### src/rtl/mem_bus_arbiter_pkg.sv
// Shared constants for the memory bus arbiter.
//   - FSM state encodings (S_IDLE, S_MEM, S_IF)
//   - stall vector bit indices used to detect pipeline advance
//   - reset / stall-disable / zero-word values inherited from the core
package mem_bus_arbiter_pkg;

  localparam logic [1:0] S_IDLE = 2'd0;
  localparam logic [1:0] S_MEM  = 2'd1;
  localparam logic [1:0] S_IF   = 2'd2;

  localparam int STALL_IF  = 1;
  localparam int STALL_MEM = 4;

  localparam logic        RST_ENABLE    = 1'b1;
  localparam logic        STALL_DISABLE = 1'b0;
  localparam logic [31:0] ZERO_WORD     = 32'h0000_0000;

endpackage

### src/rtl/mem_bus_arbiter_buf.sv
// Result buffer for one requester: captures returned bus data with a done
// flag and drops the flag once the owning pipeline stage advances.
// Ports:
//   clk, rst  - clock, synchronous active-high reset
//   set_i     - capture data_i and raise done (wins over clr_i)
//   clr_i     - clear done (flush or stage advance)
//   data_i    - data from the bus
//   done_o    - result is valid
//   data_o    - buffered data, forced to zero while not done
module mem_bus_arbiter_buf
  import mem_bus_arbiter_pkg::*;
#(
  parameter int DATA_W = 32
) (
  input  logic              clk,
  input  logic              rst,
  input  logic              set_i,
  input  logic              clr_i,
  input  logic [DATA_W-1:0] data_i,
  output logic              done_o,
  output logic [DATA_W-1:0] data_o
);

  logic              done_q, done_d;
  logic [DATA_W-1:0] buf_q, buf_d;

  // A set can only come from a transfer granted while done was low, so it
  // never collides with a consumption clear; it only meets a flush clear.
  always_comb begin
    done_d = done_q;
    buf_d  = buf_q;
    if (set_i) begin
      done_d = 1'b1;
      buf_d  = data_i;
    end else if (clr_i) begin
      done_d = 1'b0;
    end
  end

  always_ff @(posedge clk) begin
    if (rst == RST_ENABLE) begin
      done_q <= 1'b0;
      buf_q  <= '0;
    end else begin
      done_q <= done_d;
      buf_q  <= buf_d;
    end
  end

  assign done_o = done_q;
  assign data_o = done_q ? buf_q : '0;

endmodule

### src/rtl/mem_bus_arbiter.sv
// Arbitrates a single-port memory bus between instruction fetch and the
// MEM-stage load/store unit. One transfer at a time, request held until
// ack, result buffered until the requesting stage advances.
// Ports:
//   clk, rst                  - clock, synchronous active-high reset
//   stall[5:0], flush         - pipeline control from ctrl
//   if_ce, if_addr            - fetch request;  if_inst, stallreq_if out
//   mem_ce/we/sel/addr/wdata  - data request;   mem_rdata, stallreq_mem out
//   bus_req/we/sel/addr/wdata - registered bus request outputs
//   bus_rdata, bus_ack        - slave response
module mem_bus_arbiter
  import mem_bus_arbiter_pkg::*;
#(
  parameter int ADDR_W = 32,
  parameter int DATA_W = 32,
  parameter int SEL_W  = 4
) (
  input  logic              clk,
  input  logic              rst,
  input  logic [5:0]        stall,
  input  logic              flush,
  input  logic              if_ce,
  input  logic [ADDR_W-1:0] if_addr,
  output logic [DATA_W-1:0] if_inst,
  output logic              stallreq_if,
  input  logic              mem_ce,
  input  logic              mem_we,
  input  logic [SEL_W-1:0]  mem_sel,
  input  logic [ADDR_W-1:0] mem_addr,
  input  logic [DATA_W-1:0] mem_wdata,
  output logic [DATA_W-1:0] mem_rdata,
  output logic              stallreq_mem,
  output logic              bus_req,
  output logic              bus_we,
  output logic [SEL_W-1:0]  bus_sel,
  output logic [ADDR_W-1:0] bus_addr,
  output logic [DATA_W-1:0] bus_wdata,
  input  logic [DATA_W-1:0] bus_rdata,
  input  logic              bus_ack
);

  logic [1:0]        state_q, state_d;
  logic              discard_q, discard_d;
  logic              req_q, req_d;
  logic              we_q, we_d;
  logic [SEL_W-1:0]  sel_q, sel_d;
  logic [ADDR_W-1:0] addr_q, addr_d;
  logic [DATA_W-1:0] wdata_q, wdata_d;

  logic mem_done, if_done;
  logic mem_pend, if_pend;
  logic mem_set, if_set;
  logic mem_clr, if_clr;

  // Only the IF and MEM stall bits gate consumption.
  logic unused_stall;
  assign unused_stall = ^{stall[5], stall[3:2], stall[0]};

  assign mem_pend = mem_ce & ~mem_done;
  assign if_pend  = if_ce & ~if_done & ~flush;

  assign mem_clr = flush | (mem_done & (stall[STALL_MEM] == STALL_DISABLE));
  assign if_clr  = flush | (if_done & (stall[STALL_IF] == STALL_DISABLE));

  always_comb begin
    state_d   = state_q;
    discard_d = discard_q;
    req_d     = req_q;
    we_d      = we_q;
    sel_d     = sel_q;
    addr_d    = addr_q;
    wdata_d   = wdata_q;
    mem_set   = 1'b0;
    if_set    = 1'b0;
    case (state_q)
      S_IDLE: begin
        // Data access belongs to the older instruction, so it wins.
        if (mem_pend) begin
          state_d = S_MEM;
          req_d   = 1'b1;
          we_d    = mem_we;
          sel_d   = mem_sel;
          addr_d  = mem_addr;
          wdata_d = mem_wdata;
        end else if (if_pend) begin
          state_d = S_IF;
          req_d   = 1'b1;
          we_d    = 1'b0;
          sel_d   = '1;
          addr_d  = if_addr;
          wdata_d = '0;
        end
      end
      S_MEM: begin
        if (bus_ack) begin
          state_d = S_IDLE;
          req_d   = 1'b0;
          mem_set = 1'b1;
        end
      end
      S_IF: begin
        if (bus_ack) begin
          state_d   = S_IDLE;
          req_d     = 1'b0;
          discard_d = 1'b0;
          // A flush on the ack cycle or earlier in the transfer drops the word.
          if_set    = ~discard_q & ~flush;
        end else if (flush) begin
          discard_d = 1'b1;
        end
      end
      default: begin
        state_d = S_IDLE;
        req_d   = 1'b0;
      end
    endcase
  end

  always_ff @(posedge clk) begin
    if (rst == RST_ENABLE) begin
      state_q   <= S_IDLE;
      discard_q <= 1'b0;
      req_q     <= 1'b0;
      we_q      <= 1'b0;
      sel_q     <= '0;
      addr_q    <= '0;
      wdata_q   <= '0;
    end else begin
      state_q   <= state_d;
      discard_q <= discard_d;
      req_q     <= req_d;
      we_q      <= we_d;
      sel_q     <= sel_d;
      addr_q    <= addr_d;
      wdata_q   <= wdata_d;
    end
  end

  mem_bus_arbiter_buf #(.DATA_W(DATA_W)) u_mem_buf (
    .clk    (clk),
    .rst    (rst),
    .set_i  (mem_set),
    .clr_i  (mem_clr),
    .data_i (bus_rdata),
    .done_o (mem_done),
    .data_o (mem_rdata)
  );

  mem_bus_arbiter_buf #(.DATA_W(DATA_W)) u_if_buf (
    .clk    (clk),
    .rst    (rst),
    .set_i  (if_set),
    .clr_i  (if_clr),
    .data_i (bus_rdata),
    .done_o (if_done),
    .data_o (if_inst)
  );

  assign stallreq_mem = mem_ce & ~mem_done;
  assign stallreq_if  = if_ce & ~if_done;

  assign bus_req   = req_q;
  assign bus_we    = we_q;
  assign bus_sel   = sel_q;
  assign bus_addr  = addr_q;
  assign bus_wdata = wdata_q;

endmodule

### config.mk
export PLATFORM = sky130hd
export DESIGN_NAME = mem_bus_arbiter
export DESIGN_NICKNAME = d
export VERILOG_FILES = /design/src/rtl/mem_bus_arbiter_pkg.sv /design/src/rtl/mem_bus_arbiter_buf.sv /design/src/rtl/mem_bus_arbiter.sv
export SDC_FILE = /design/constraint.sdc
export NUM_CORES = 1
export LEC_CHECK = 0
export ABC_AREA = 1
export ABC_CLOCK_PERIOD_IN_PS = 1550
export CORE_ASPECT_RATIO = 2
export CORE_MARGIN = 4
export CORE_UTILIZATION = 41
export CTS_CLUSTER_SIZE = 12
export DETAILED_ROUTE_END_ITERATION = 6
export PLACE_DENSITY = 0.92
export SLEW_MARGIN = 20
export SYNTH_ARGS = -nofsm -noshare
export SYNTH_HDL_FRONTEND = slang
export SYNTH_SLANG_ARGS = --single-unit
### constraint.sdc
create_clock -name clk -period 1.55 [get_ports clk]
set_input_delay 0.31 -clock clk [delete_from_list [all_inputs] [get_ports clk]]
set_output_delay 0.31 -clock clk [all_outputs]
set_load 0.01 [all_outputs]
# [Word-level counts from Yosys, hierarchy flattened]
# Index checks and enable logic that the tools add are counted.
[word_totals] register_bits=139 output_inout_bits=136 elab_cells=66
[classes] n_eq_ne=4 n_mux=28 n_bitwise=14 n_reduce_logical=9
[op_table] op="32-bit 2-to-1 mux" n=6
[op_table] op="1-bit 2-to-1 mux" n=15
[op_table] op="4-bit 2-to-1 mux" n=2
[op_table] op="2-bit nonzero test" n=4
[op_table] op="1-bit bitwise AND" n=6
[op_table] op="2-bit 2-to-1 mux" n=3
[op_table] op="1-bit inverter" n=6
[op_table] op="2-bit AND reduction" n=3
[op_table] op="2-bit case mux with 2 select lines" n=1
[op_table] op="3-bit inequality test, second input constant" n=1
[op_table] op="2-bit by 1-bit == test with 1-bit output, second input constant" n=1
[op_table] op="2-bit == test, second input constant" n=1
[op_table] op="2-bit logical NOT" n=1
[op_table] op="2-bit by 1-bit inequality test with 1-bit output, second input constant" n=1
[op_table] op="1-bit OR" n=2
[op_table] op="1-bit case mux with 2 select lines" n=1
[op_table] op="2-bit OR reduction" n=1

# [Longest topological paths before layout]
# Gate-level depths: netlist of run 1.
[logic_depth] ltp_word=6 depth_mapped=9 ltp_nobuf=7

# [By module]
# From an unflattened synthesis of run 1, not the netlist that was laid out.
[unflattened] hier_cells=871 area_unflattened_um2=5979.5
[modules_own_cells] mod="mem_bus_arbiter" instances=1 cells_per_inst=449 area_each_um2=3154.3 seq_area_each_um2=1461.4
[modules_own_cells] mod="mem_bus_arbiter_buf" instances=2 cells_per_inst=211 area_each_um2=1412.6 seq_area_each_um2=660.6

# [Least setup slack after synthesis of run 1]
# Ideal clock, no wire load.
[synth_path] path_kind="reg-to-reg" start="register state_q[0]" end="register u_if_buf.buf_q[22]" setup_time_ns=0.116 arrival_ns=1.199 setup_slack_ns=0.235 stages_incl_launch_ff=9 path_buffers=1 period_less_slack_ns=1.315 cell_sequence="dfxtp_1 -> inv_1 -> ha_1 -> nand2_1 -> nor3_4 -> inv_1 -> buf_2 -> nor2_1 -> nor2_1"
[synth_via] elab_chain_cells=2
[synth_lines] item="from (decl)" line="mem_bus_arbiter.sv:42" rtl="logic [1:0] state_q, state_d;"
[synth_lines] item="from (signal assigned)" line="mem_bus_arbiter.sv:129" rtl="state_q <= state_d;"
[synth_lines] item="2-bit == test" line="mem_bus_arbiter.sv:75" rtl="case (state_q)"
[synth_lines] item="1-bit 2-to-1 mux" line="mem_bus_arbiter.sv:75"
[synth_lines] item="to (signal assigned)" line="mem_bus_arbiter_buf.sv:46" rtl="buf_q <= buf_d;"
[synth_lines] item="to (decl)" line="mem_bus_arbiter_buf.sv:25" rtl="logic [DATA_W-1:0] buf_q, buf_d;"
# No other way between the ends.
# A chain may end at the register's enable or synchronous reset.

# [Final worst setup path of run 1]
[layout_path] start="register u_mem_buf.done_q, in the netlist u_mem_buf.done_o" end="output mem_rdata[14]"
[layout_via] elab_chain_cells=1
[layout_lines] item="from (decl)" line="mem_bus_arbiter_buf.sv:24" rtl="logic done_q, done_d;"
[layout_lines] item="from (signal assigned)" line="mem_bus_arbiter_buf.sv:45" rtl="done_q <= done_d;"
[layout_lines] item="32-bit 2-to-1 mux" line="mem_bus_arbiter_buf.sv:51" rtl="assign data_o = done_q ? buf_q : '0;"
[layout_lines] item="to (decl)" line="mem_bus_arbiter.sv:31" rtl="output logic [DATA_W-1:0] mem_rdata,"
# No other way between the ends.

==> results of run 1 <==
## worst max-delay path, cell delays in order, from the launching register on
cell and delay (ns):
dfxtp_4 0.37, buf_12 0.14, buf_16 0.14, nand2_2 0.05, inv_1 0.03, buf_2 0.13
## timing repair
item	CTS	global route
buffers inserted	3	1
gates resized for setup	364	54
gates cloned	3	1
endpoints found under the setup margin	136	91
pin swaps	0	1
## cell type report
type | instances | area [sq um]
Timing Repair Buffer | 318 | 3020
Inverter | 77 | 294
Antenna cell | 1 | 2.50
Multi-Input combinational cell | 591 | 2670
Clock inverter | 11 | 173
Clock buffer | 19 | 433
Sequential cell | 139 | 2790
Tap cell | 192 | 240
Fill cell | 1174 | 4720
## path summary, 6_finish.rpt
| kind | startpoint | end | slack [ns] | cells past startpoint |
|---|---|---|---|---|
| worst min register to register | bus_wdata[17] | bus_wdata[17] | 0.45 | 2 |
| worst max register to register | u_if_buf.done_o | bus_wdata[4] | 0.02 | 10 |
| worst min-delay path | bus_wdata[17] | bus_wdata[17] | 0.45 | 2 |
| worst max-delay path | u_mem_buf.done_o | mem_rdata[14] | -0.01 | 5 |
## through the flow
stage	setup TNS (ns)	std cells
5_1_grt	-1.25	1347
4_1_cts	-0.230	1345
6_report	-0.0328	1348
3_5_place_dp	-19.99	1309
3_3_place_gp	-15.67	1309
2_1_floorplan	0	866
## power groups by stage
stage / combinational (W) / clock, W / sequential [W]
2_1_floorplan: 0.00106 / 0 / 0.00429
3_3_place_gp: 0.00235 / 0 / 0.00418
3_5_place_dp: 0.00240 / 0 / 0.00421
4_1_cts: 0.00228 / 0.00425 / 0.00413
5_1_grt: 0.00258 / 0.00444 / 0.00417
6_report: 0.00235 / 0.00419 / 0.00414
## cells in the mapped netlist (3+ instances only)
cell type	count	area (sq um)
a21oi_1	65	325
a21oi_2	10	87.6
buf_2	16	80.1
buf_4	8	60.1
buf_6	6	67.6
clkbuf_1	27	101
dfxtp_1	139	2780
ha_1	3	37.5
inv_1	74	278
nand2_1	225	845
nand2_2	12	75.1
nand3_1	5	25.0
nor2_1	167	627
o21ai_0	80	400
o21ai_1	20	100
## layout by cell type (no fill, tap or decap)
master	synthesis	final
a21oi_1	65	63
a21oi_2	10	12
buf_12	0	12
buf_16	0	3
buf_2	16	49
buf_4	8	21
buf_6	6	19
buf_8	0	3
bufinv_16	0	4
clkbuf_1	27	2
clkbuf_16	0	18
clkdlybuf4s50_1	0	140
clkinv_2	0	2
clkinv_4	0	4
clkinvlp_4	0	1
dfxtp_1	139	137
dfxtp_4	0	2
diode_2	0	1
dlygate4sd2_1	0	70
ha_1	3	1
ha_2	0	2
inv_1	74	58
inv_2	2	17
inv_4	1	2
nand2_1	225	211
nand2_2	12	21
nand2_4	0	5
nand2_8	1	1
nand3_1	5	5
nand3_4	0	1
nor2_1	167	166
nor2_2	0	1
nor2_4	1	1
nor3_4	1	1
o21ai_0	80	74
o21ai_1	20	24
o21ai_2	0	2
## per-layer routing
metal,part of all wire [%],up-vias,global-route usage (%)
met2,56,240,44.6
met1,34,2880,22.6
li1,-,3228,-
met5,0,-,0
met3,5.8,54,5.38
met4,4.4,0,11.9
## state kept, by name, summed over array words and instances, names as in the netlist
name and flops:
bus_wdata 32, state_q 2, u_if_buf.done_o 1, u_if_buf.buf_q 32, u_mem_buf.buf_q 32, bus_addr 32
discard_q 1, bus_we 1, bus_sel 4, u_mem_buf.done_o 1, bus_req 1
## kinds of logic (layout without fill, tap and decap cells)
family | after synthesis | after routing | synth area share (%)
other | 0 | 1 | 0
buffers and inverters | 136 | 425 | 10.2
adder cells (fa/ha/maj) | 3 | 3 | 0.629
AO/OA/AOI/OAI | 175 | 175 | 15.3
flip-flops | 139 | 139 | 46.6
AND/OR/NAND/NOR | 413 | 413 | 27.3
==> results.cfg, run 1 <==
[synth]
ys.flop_type = dfxtp_1
post_synth.cell_area_avg_sq_um = 6.89
syn_inst = 866
synth_warnings = 0
syn_nets = 1014
synth-edff-count = 0
synth.distinct_cells = 22
async_flop_share_pct = 0
synth_seq_cells = 139
synthesis.area_sq_um = 5970
synth_seq_area_share_pct = 46.6

[power]
ir_drop_mv = 0.769
switching_share_pct = 27.2
pwr-share-seq_pct = 38.7
cellPowerDensity_nw_per_um2 = 1110
p_sw_w = 0.00291
clkPwrFrac_pct = 39.2
power.leakage_nw = 4.91
pwr-share-comb_pct = 22.0
p_int_w = 0.00776
power.total_w = 0.0107

[clock_network]
postCtsHoldBufs = 0
clock_latency_ns = 0.40
cts_sinks = 139
clock_path_buffers = 2
clk_pin_slew_worst_paths_ns = 0.06
cts_tree = done
cts_root_buf = clkbuf_16
htreeDepth = 4
numCtsBuffers = 17

[timing]
hold-worst-slack_ns = 0.455
period_share_pct = 101
worstMarginPinSlew_ns = 0.330
hold_viol_final = 0
fin_crit_ns = 1.56
max_freq_mhz = 640
relSlewSlack_pct = 78.0
drv_slew = 0
rsz0062_at_grt = true
fin_ws_ns = -0.0128
setup_violations = 5
skew_ns = 0.0107

[worst_hold_path]
hp-class = reg -> reg

[cells_and_area]
postLayoutCellArea_sq_um = 9630
fin_util_pct = 67.1
area_growth_pct = 61.2
fin_nets = 1292
drive_above_1_share_pct = 17.7

[setup_path]
cp-end-kind = output pin
start_kind = flop
worstPathArrival_ns = 1.25
required_ns = 1.24
cp_max_fo = 5
crit_type = reg -> out

[routing]
vias_per_cell = 4.75
route.vias.total = 6402
drt-initial-drc-count = 200
drt_wl_total_microns = 20100
drc = 0
wl_per_cell_microns = 14.9
firstDrtPassIters = 5
drt.antenna.violating_nets = 0

[floorplanning]
fp.dieW_microns = 93.3
design.die.area_sq_um = 16700
rows = 62
io_pins = 281
start_util_pct = 41.6
die_h_microns = 179
coreArea_sq_um = 14400

[place]
pre_cts_slack_ns = -0.334
port_buffers = 276
gp_congestion = 0.859
placed_area_sq_um = 9050
hpwl_microns = 14500

[global_route]
antenna_found_initial = 0
grt_pass1_vias = 6283
grt_usage_pct = 23.3
grt-ovfl-total = 0
grt_pass1_wl_microns = 30600
grt_start_max_net_pins = 64

[run_status]
status = complete, but fails checks
violations = negative setup slack

[flow_run]
cap_viol_max_count = 0
Note: power is estimated with default switching activity, not from simulation.
==> run 2: changes to the inputs <==
Settings changed: CTS_CLUSTER_DIAMETER set to 150.
==> results of run 2 <==
Final layout, timing and power as in run 1 (identical DEF).
